==> src/rtl/alu_pkg.sv <==
// Shared types for the ALU issue stage: opcodes, ALU select, issue entry and occupancy state.
// Also holds the opcode legality check and the decode helper used on accept.
package alu_pkg;

    localparam int unsigned ALU_WIDTH = 32;

    localparam logic [3:0] OP_ADD = 4'b0010;
    localparam logic [3:0] OP_SUB = 4'b0011;
    localparam logic [3:0] OP_AND = 4'b0100;
    localparam logic [3:0] OP_OR  = 4'b0101;
    localparam logic [3:0] OP_NOT = 4'b0110;

    typedef enum logic [1:0] {
        SEL_ADD = 2'd0,
        SEL_AND = 2'd1,
        SEL_OR  = 2'd2,
        SEL_NOT = 2'd3
    } alu_sel_t;

    typedef struct packed {
        alu_sel_t               sel;
        logic [ALU_WIDTH-1:0]   a;
        logic [ALU_WIDTH-1:0]   b;
        logic                   cin;
    } issue_entry_t;

    typedef enum logic [1:0] {
        OCC_EMPTY = 2'd0,
        OCC_ONE   = 2'd1,
        OCC_TWO   = 2'd2
    } occ_state_t;

    function automatic logic op_is_legal(input logic [3:0] op);
        return op inside {OP_ADD, OP_SUB, OP_AND, OP_OR, OP_NOT};
    endfunction

    // SUB is folded into ADD as a + ~b + 1 so the ALU only needs one adder.
    function automatic issue_entry_t decode_op(input logic [3:0]           op,
                                               input logic [ALU_WIDTH-1:0] a,
                                               input logic [ALU_WIDTH-1:0] b);
        issue_entry_t e;
        e   = '0;
        e.a = a;
        case (op)
            OP_ADD:  begin e.sel = SEL_ADD; e.b = b; end
            OP_SUB:  begin e.sel = SEL_ADD; e.b = ~b; e.cin = 1'b1; end
            OP_AND:  begin e.sel = SEL_AND; e.b = b; end
            OP_OR:   begin e.sel = SEL_OR;  e.b = b; end
            OP_NOT:  e.sel = SEL_NOT;
            default: e = '0;
        endcase
        return e;
    endfunction

endpackage

==> src/rtl/alu_skid_buf.sv <==
// Two-entry ordered skid buffer of decoded issue entries, valid/ready on both sides.
// Readiness and validity depend on registered occupancy only.
module alu_skid_buf
    import alu_pkg::*;
(
    input  logic         clk,
    input  logic         rst,
    input  logic         in_valid_i,
    output logic         in_ready_o,
    input  issue_entry_t in_data_i,
    output logic         out_valid_o,
    input  logic         out_ready_i,
    output issue_entry_t out_data_o
);

    occ_state_t   state_q, state_d;
    issue_entry_t main_q, main_d;
    issue_entry_t skid_q, skid_d;
    logic         push, pop;

    assign in_ready_o  = (state_q != OCC_TWO);
    assign out_valid_o = (state_q != OCC_EMPTY);
    assign out_data_o  = main_q;
    assign push        = in_valid_i && in_ready_o;
    assign pop         = out_valid_o && out_ready_i;

    // NOTE: every next-state variable gets its hold value first, so no path leaves it unassigned (no latch).
    always_comb begin
        state_d = state_q;
        main_d  = main_q;
        skid_d  = skid_q;
        case (state_q)
            OCC_EMPTY: begin
                if (push) begin
                    main_d  = in_data_i;
                    state_d = OCC_ONE;
                end
            end
            OCC_ONE: begin
                if (push && pop) begin
                    main_d = in_data_i;
                end else if (push) begin
                    skid_d  = in_data_i;
                    state_d = OCC_TWO;
                end else if (pop) begin
                    state_d = OCC_EMPTY;
                end
            end
            OCC_TWO: begin
                if (pop) begin
                    main_d  = skid_q;
                    state_d = OCC_ONE;
                end
            end
            default: state_d = OCC_EMPTY;
        endcase
    end

    // NOTE: non-blocking assignments so every register samples the pre-edge values of its peers.
    always_ff @(posedge clk) begin
        if (rst) begin
            state_q <= OCC_EMPTY;
            // NOTE: payload registers are reset too, because the ALU-facing outputs must read zero after reset.
            main_q  <= '0;
            skid_q  <= '0;
        end else begin
            state_q <= state_d;
            main_q  <= main_d;
            skid_q  <= skid_d;
        end
    end

endmodule

==> src/rtl/alu_issue_stage.sv <==
// ALU issue stage: decodes accepted ops into {sel,a,b,cin}, buffers two in order, counts issues.
// Optional illegal-opcode trap enabled by defining ALU_ILLEGAL_TRAP_EN.
module alu_issue_stage
    import alu_pkg::*;
#(
    parameter int unsigned WIDTH = ALU_WIDTH,
    parameter int unsigned CNT_W = 16
) (
    input  logic             clk,
    input  logic             rst,
    input  logic             in_valid,
    output logic             in_ready,
    input  logic [3:0]       in_opcode,
    input  logic [WIDTH-1:0] in_a,
    input  logic [WIDTH-1:0] in_b,
    output logic             out_valid,
    input  logic             out_ready,
    output logic [1:0]       out_sel,
    output logic [WIDTH-1:0] out_a,
    output logic [WIDTH-1:0] out_b,
    output logic             out_cin,
    output logic [CNT_W-1:0] issue_cnt,
    output logic             err_illegal,
    output logic [3:0]       err_opcode,
    input  logic             err_clear
);

    logic             accept, op_legal, enq_valid;
    logic             buf_in_ready, err_block;
    issue_entry_t     dec_entry, buf_out;
    logic [CNT_W-1:0] issue_cnt_q, issue_cnt_d;

    assign op_legal  = op_is_legal(in_opcode);
    assign dec_entry = decode_op(in_opcode, in_a, in_b);
    assign in_ready  = !rst && buf_in_ready && !err_block;
    assign accept    = in_valid && in_ready;
    // Illegal ops are still handshaken upstream; they just never reach the buffer.
    assign enq_valid = accept && op_legal;

    alu_skid_buf u_skid_buf (
        .clk         (clk),
        .rst         (rst),
        .in_valid_i  (enq_valid),
        .in_ready_o  (buf_in_ready),
        .in_data_i   (dec_entry),
        .out_valid_o (out_valid),
        .out_ready_i (out_ready),
        .out_data_o  (buf_out)
    );

    assign out_sel = buf_out.sel;
    assign out_a   = buf_out.a;
    assign out_b   = buf_out.b;
    assign out_cin = buf_out.cin;

    always_comb begin
        issue_cnt_d = issue_cnt_q;
        if (out_valid && out_ready) issue_cnt_d = issue_cnt_q + CNT_W'(1);
    end

    always_ff @(posedge clk) begin
        if (rst) issue_cnt_q <= '0;
        else     issue_cnt_q <= issue_cnt_d;
    end

    assign issue_cnt = issue_cnt_q;

`ifdef ALU_ILLEGAL_TRAP_EN
    logic       err_illegal_q, err_illegal_d;
    logic [3:0] err_opcode_q, err_opcode_d;

    always_comb begin
        err_illegal_d = err_illegal_q;
        err_opcode_d  = err_opcode_q;
        if (accept && !op_legal) begin
            err_illegal_d = 1'b1;
            err_opcode_d  = in_opcode;
        end else if (err_clear) begin
            err_illegal_d = 1'b0;
            err_opcode_d  = '0;
        end
    end

    always_ff @(posedge clk) begin
        if (rst) begin
            err_illegal_q <= 1'b0;
            err_opcode_q  <= '0;
        end else begin
            err_illegal_q <= err_illegal_d;
            err_opcode_q  <= err_opcode_d;
        end
    end

    assign err_block   = err_illegal_q;
    assign err_illegal = err_illegal_q;
    assign err_opcode  = err_opcode_q;
`else
    logic unused_err_clear;

    assign unused_err_clear = err_clear;
    assign err_block        = 1'b0;
    assign err_illegal      = 1'b0;
    assign err_opcode       = '0;
`endif

endmodule
==> config.mk <==
export PLATFORM = sky130hd
export DESIGN_NAME = alu_issue_stage
export DESIGN_NICKNAME = d
export VERILOG_FILES = /design/src/rtl/alu_pkg.sv /design/src/rtl/alu_skid_buf.sv /design/src/rtl/alu_issue_stage.sv
export SDC_FILE = /design/constraint.sdc
export NUM_CORES = 1
export LEC_CHECK = 0
export CAP_MARGIN = 20
export CORE_ASPECT_RATIO = 1.4
export CORE_MARGIN = 2
export CORE_UTILIZATION = 35
export DETAILED_ROUTE_END_ITERATION = 12
export DONT_BUFFER_PORTS = 1
export HOLD_SLACK_MARGIN = 0.06
export PLACE_DENSITY_LB_ADDON = 0.1
export SLEW_MARGIN = 20
export SYNTH_ARGS = -nofsm -noshare
export SYNTH_HDL_FRONTEND = slang
export SYNTH_SLANG_ARGS = --single-unit
==> constraint.sdc <==
create_clock -name clk -period 2.2 [get_ports clk]
set_clock_uncertainty 0.05 [all_clocks]
set_input_delay 0.44 -clock clk [delete_from_list [all_inputs] [get_ports clk]]
set_output_delay 0.44 -clock clk [all_outputs]
set_load 0.1 [all_outputs]
==> impl_metrics.py <==
metrics = {
    "min_path": {
        "min_path_type": "in2reg",
        "whs_path_depth": 2,
        "hold-path-endpoint": "u_skid_buf.skid_q[41]",
        "hp-start": "in_a[8]",
    },
    "place": {
        "placed_cell_area_um2": 7730,
        "gp_congestion": 0.726,
        "io_buffers": 0,
        "dp.cells": 1135,
        "post-dp-hpwl_um": 12100,
        "dp_slack_ns": 0.193,
    },
    "detailed_routing": {
        "via_per_inst": 5.33,
        "dr.pass1.iters": 4,
        "wl_per_cell_um": 16.3,
        "totalWireLength_um": 19500,
        "ant_nets": 0,
        "drc": 0,
        "vias": 6363,
        "drtIter0Drc": 394,
    },
    "synthesis": {
        "synth_adder_area_share": 0.00183,
        "yosysMostFrequentCell": "dfxtp_1",
        "synthXorXnorAreaFrac": 0.0192,
        "synth_area_um2": 6840,
        "synth_area_leaders": "dfxtp_1, nor2_1, nand2_1, nand3_1, a21oi_1",
        "synth_enable_flop_cells": 0,
        "ys_types": 42,
        "synth-async-reset-ratio": 0,
        "synth_top_family_by_area": "simple AND/OR/NAND/NOR gates",
        "muxShareOfSynthArea": 0.00293,
        "synthTopCellsByCount": "dfxtp_1, nor2_1, nand2_1",
        "ys_warn_count": 0,
        "yosys_register_bits": 152,
        "synth_top_area_frac": 0.445,
        "seq_area_frac_synth": 0.445,
        "syn_area_per_cell_um2": 7.92,
        "synth_largest_area_cell": "dfxtp_1",
        "synthSimpleGateAreaFrac": 0.257,
        "synthCells": 863,
        "synth_compound_area_frac": 0.207,
        "ys.flop_type": "dfxtp_1",
    },
    "sta": {
        "slew_viol_final": 0,
        "setup_viol": 0,
        "worst_pin_slew_ns": 0.619,
        "holdWs_ns": 0.108,
        "fmax_mhz": 480,
        "final.setup.tns_ns": 0,
        "worst_slack_ns": 0.116,
        "rsz0062_at_grt": "false",
        "fin_crit_ns": 2.08,
        "maxSlewHeadroom": 0.583,
        "hold_viol": 0,
        "fin_crit_sh": 0.947,
    },
    "worst_setup_path": {
        "timing.rr.end": "u_skid_buf.out_data_o[1]",
        "reg2regPathDepth": 7,
        "critPathLaunchType": "flop",
        "cp_max_fo": 34,
        "cp_num_buf_inv": 3,
        "cp-end-kind": "flop",
        "crit_chain": "buf_6 -> nand2b_4 -> buf_12 -> o21ai_0 -> o221ai_1 -> a21oi_1 -> dlygate4sd3_1",
        "slowest_delay_ns": 0.55,
        "crit_arrival_ns": 2.34,
        "cp.required_ns": 2.45,
        "r2r_slack_ns": 0.12,
        "slowest_stage": "dlygate4sd3_1",
        "cp_top_family": "buffers and inverters",
        "reg2reg_from": "u_skid_buf.state_q[0]",
        "cp-startpoint": "u_skid_buf.state_q[0]",
        "path_class": "reg2reg",
    },
    "global_route": {
        "met2_usage": 0.325,
        "grtUsageMet3": 0.0628,
        "antenna_found_initial": 0,
        "top_usage_layer": "met2",
        "grt_pass1_wl_um": 30700,
        "use_met1": 0.214,
        "grt_overflow_total": 0,
        "grt_pass1_vias": 6049,
        "grt_max_degree": 156,
        "track_usage": 0.187,
    },
    "cells_and_area": {
        "instances_no_fill": 1193,
        "layout.nets": 1006,
        "final_area_um2": 8600,
        "syn_to_final_growth_pct": 25.8,
        "diodes": 0,
        "filler_cell_count": 1944,
        "drive_gt1_frac": 0.175,
        "utilization": 0.448,
    },
    "floorplanning": {
        "die_w_um": 122,
        "io_pins": 163,
        "initial_utilization": 0.356,
        "fp.dieH_um": 169,
        "rows": 60,
        "fp.coreArea_um2": 19200,
        "die-area_um2": 20700,
    },
    "cts": {
        "clk_latency_ns": 0.42,
        "cts_max_level": 4,
        "tritoncts": "built",
        "clock_path_buffers": 2,
        "cts_buffers": 17,
        "post_cts_buffers": 0,
        "root_buffer": "clkbuf_16",
        "clkSlewWorstSetupHoldPaths_ns": 0.07,
        "cts_sinks": 152,
    },
    "pwr": {
        "peakVddDrop_mv": 0.448,
        "cellLeakagePower_nw": 3.12,
        "power.total_mw": 6.37,
        "p_per_area_nw_per_um2": 740,
    },
    "status": {
        "status": "completed",
    },
    "job": {
        "cap_violations": 0,
    },
}
-- layout by cell type, fill, tap and decap left out, drive strengths merged, types with 2 or more instances in the layout --
master       count
nand2b           3
clkinvlp         2
and2            32
inv              8
a21oi           70
and3             6
mux2i            2
o221ai          32
buf            109
dfxtp          152
nand2          105
clkbuf          18
conb             5
dlygate4sd3     25
nor4             2
nand4            2
nor2           126
nand3           70
xor2             9
o21ai           35
nor3            40
clkinv           5
xnor2            6
a311oi          32
a211oi          34
-- power breakdown --
part | total [mW] | switching (mW) | internal (mW)
Sequential | 2.81 | 0.0182 | 2.79
Clock | 2.87 | 1.25 | 1.62
Combinational | 0.684 | 0.518 | 0.166
Total | 6.37 | 1.79 | 4.58
-- per-layer routing --
metal,vias to the layer above,share of wire
met5,-,0
met4,0,0.016
met3,25,0.069
met2,137,0.49
met1,3023,0.42
li1,3178,-
-- cell type report --
class / instances / area [µm²] / area share
inverter: 2 / 7.51 / 0.000873
multi-input combinational: 625 / 3440 / 0.400
timing repair buffer: 134 / 1210 / 0.141
sequential: 152 / 3050 / 0.355
clock buffer: 18 / 439 / 0.0511
tap: 248 / 310 / 0.0361
clock inverter: 14 / 139 / 0.0161
-- sequential cells by signal (all words and copies together) (netlist names) --
name,count
u_skid_buf.state_q,2
u_skid_buf.out_data_o,67
issue_cnt,16
u_skid_buf.skid_q,67
-- cells by family after synthesis --
logic type / count (synthesis)
flops: 152
fa+ha+maj: 1
other cells: 1
mux: 2
xor+xnor: 15
simple gates: 393
compound gates: 209
buf+inv: 90
-- worst max path at each step --
stage / to / depth (start not counted)
2_1_floorplan: issue_cnt[13] / 5
6_report: u_skid_buf.out_data_o[1] / 7
5_1_grt: u_skid_buf.out_data_o[1] / 7
4_1_cts: issue_cnt[14] / 7
3_3_place_gp: u_skid_buf.out_data_o[57] / 6
3_5_place_dp: u_skid_buf.out_data_o[45] / 6
-- repair_timing --
action	4_1_cts	5_1_grt
endpoints found under the hold margin	135	41
gates resized for setup	0	6
hold buffers	23	3
endpoints found under the setup margin	0	14
Power figures use the tool's default switching activity.
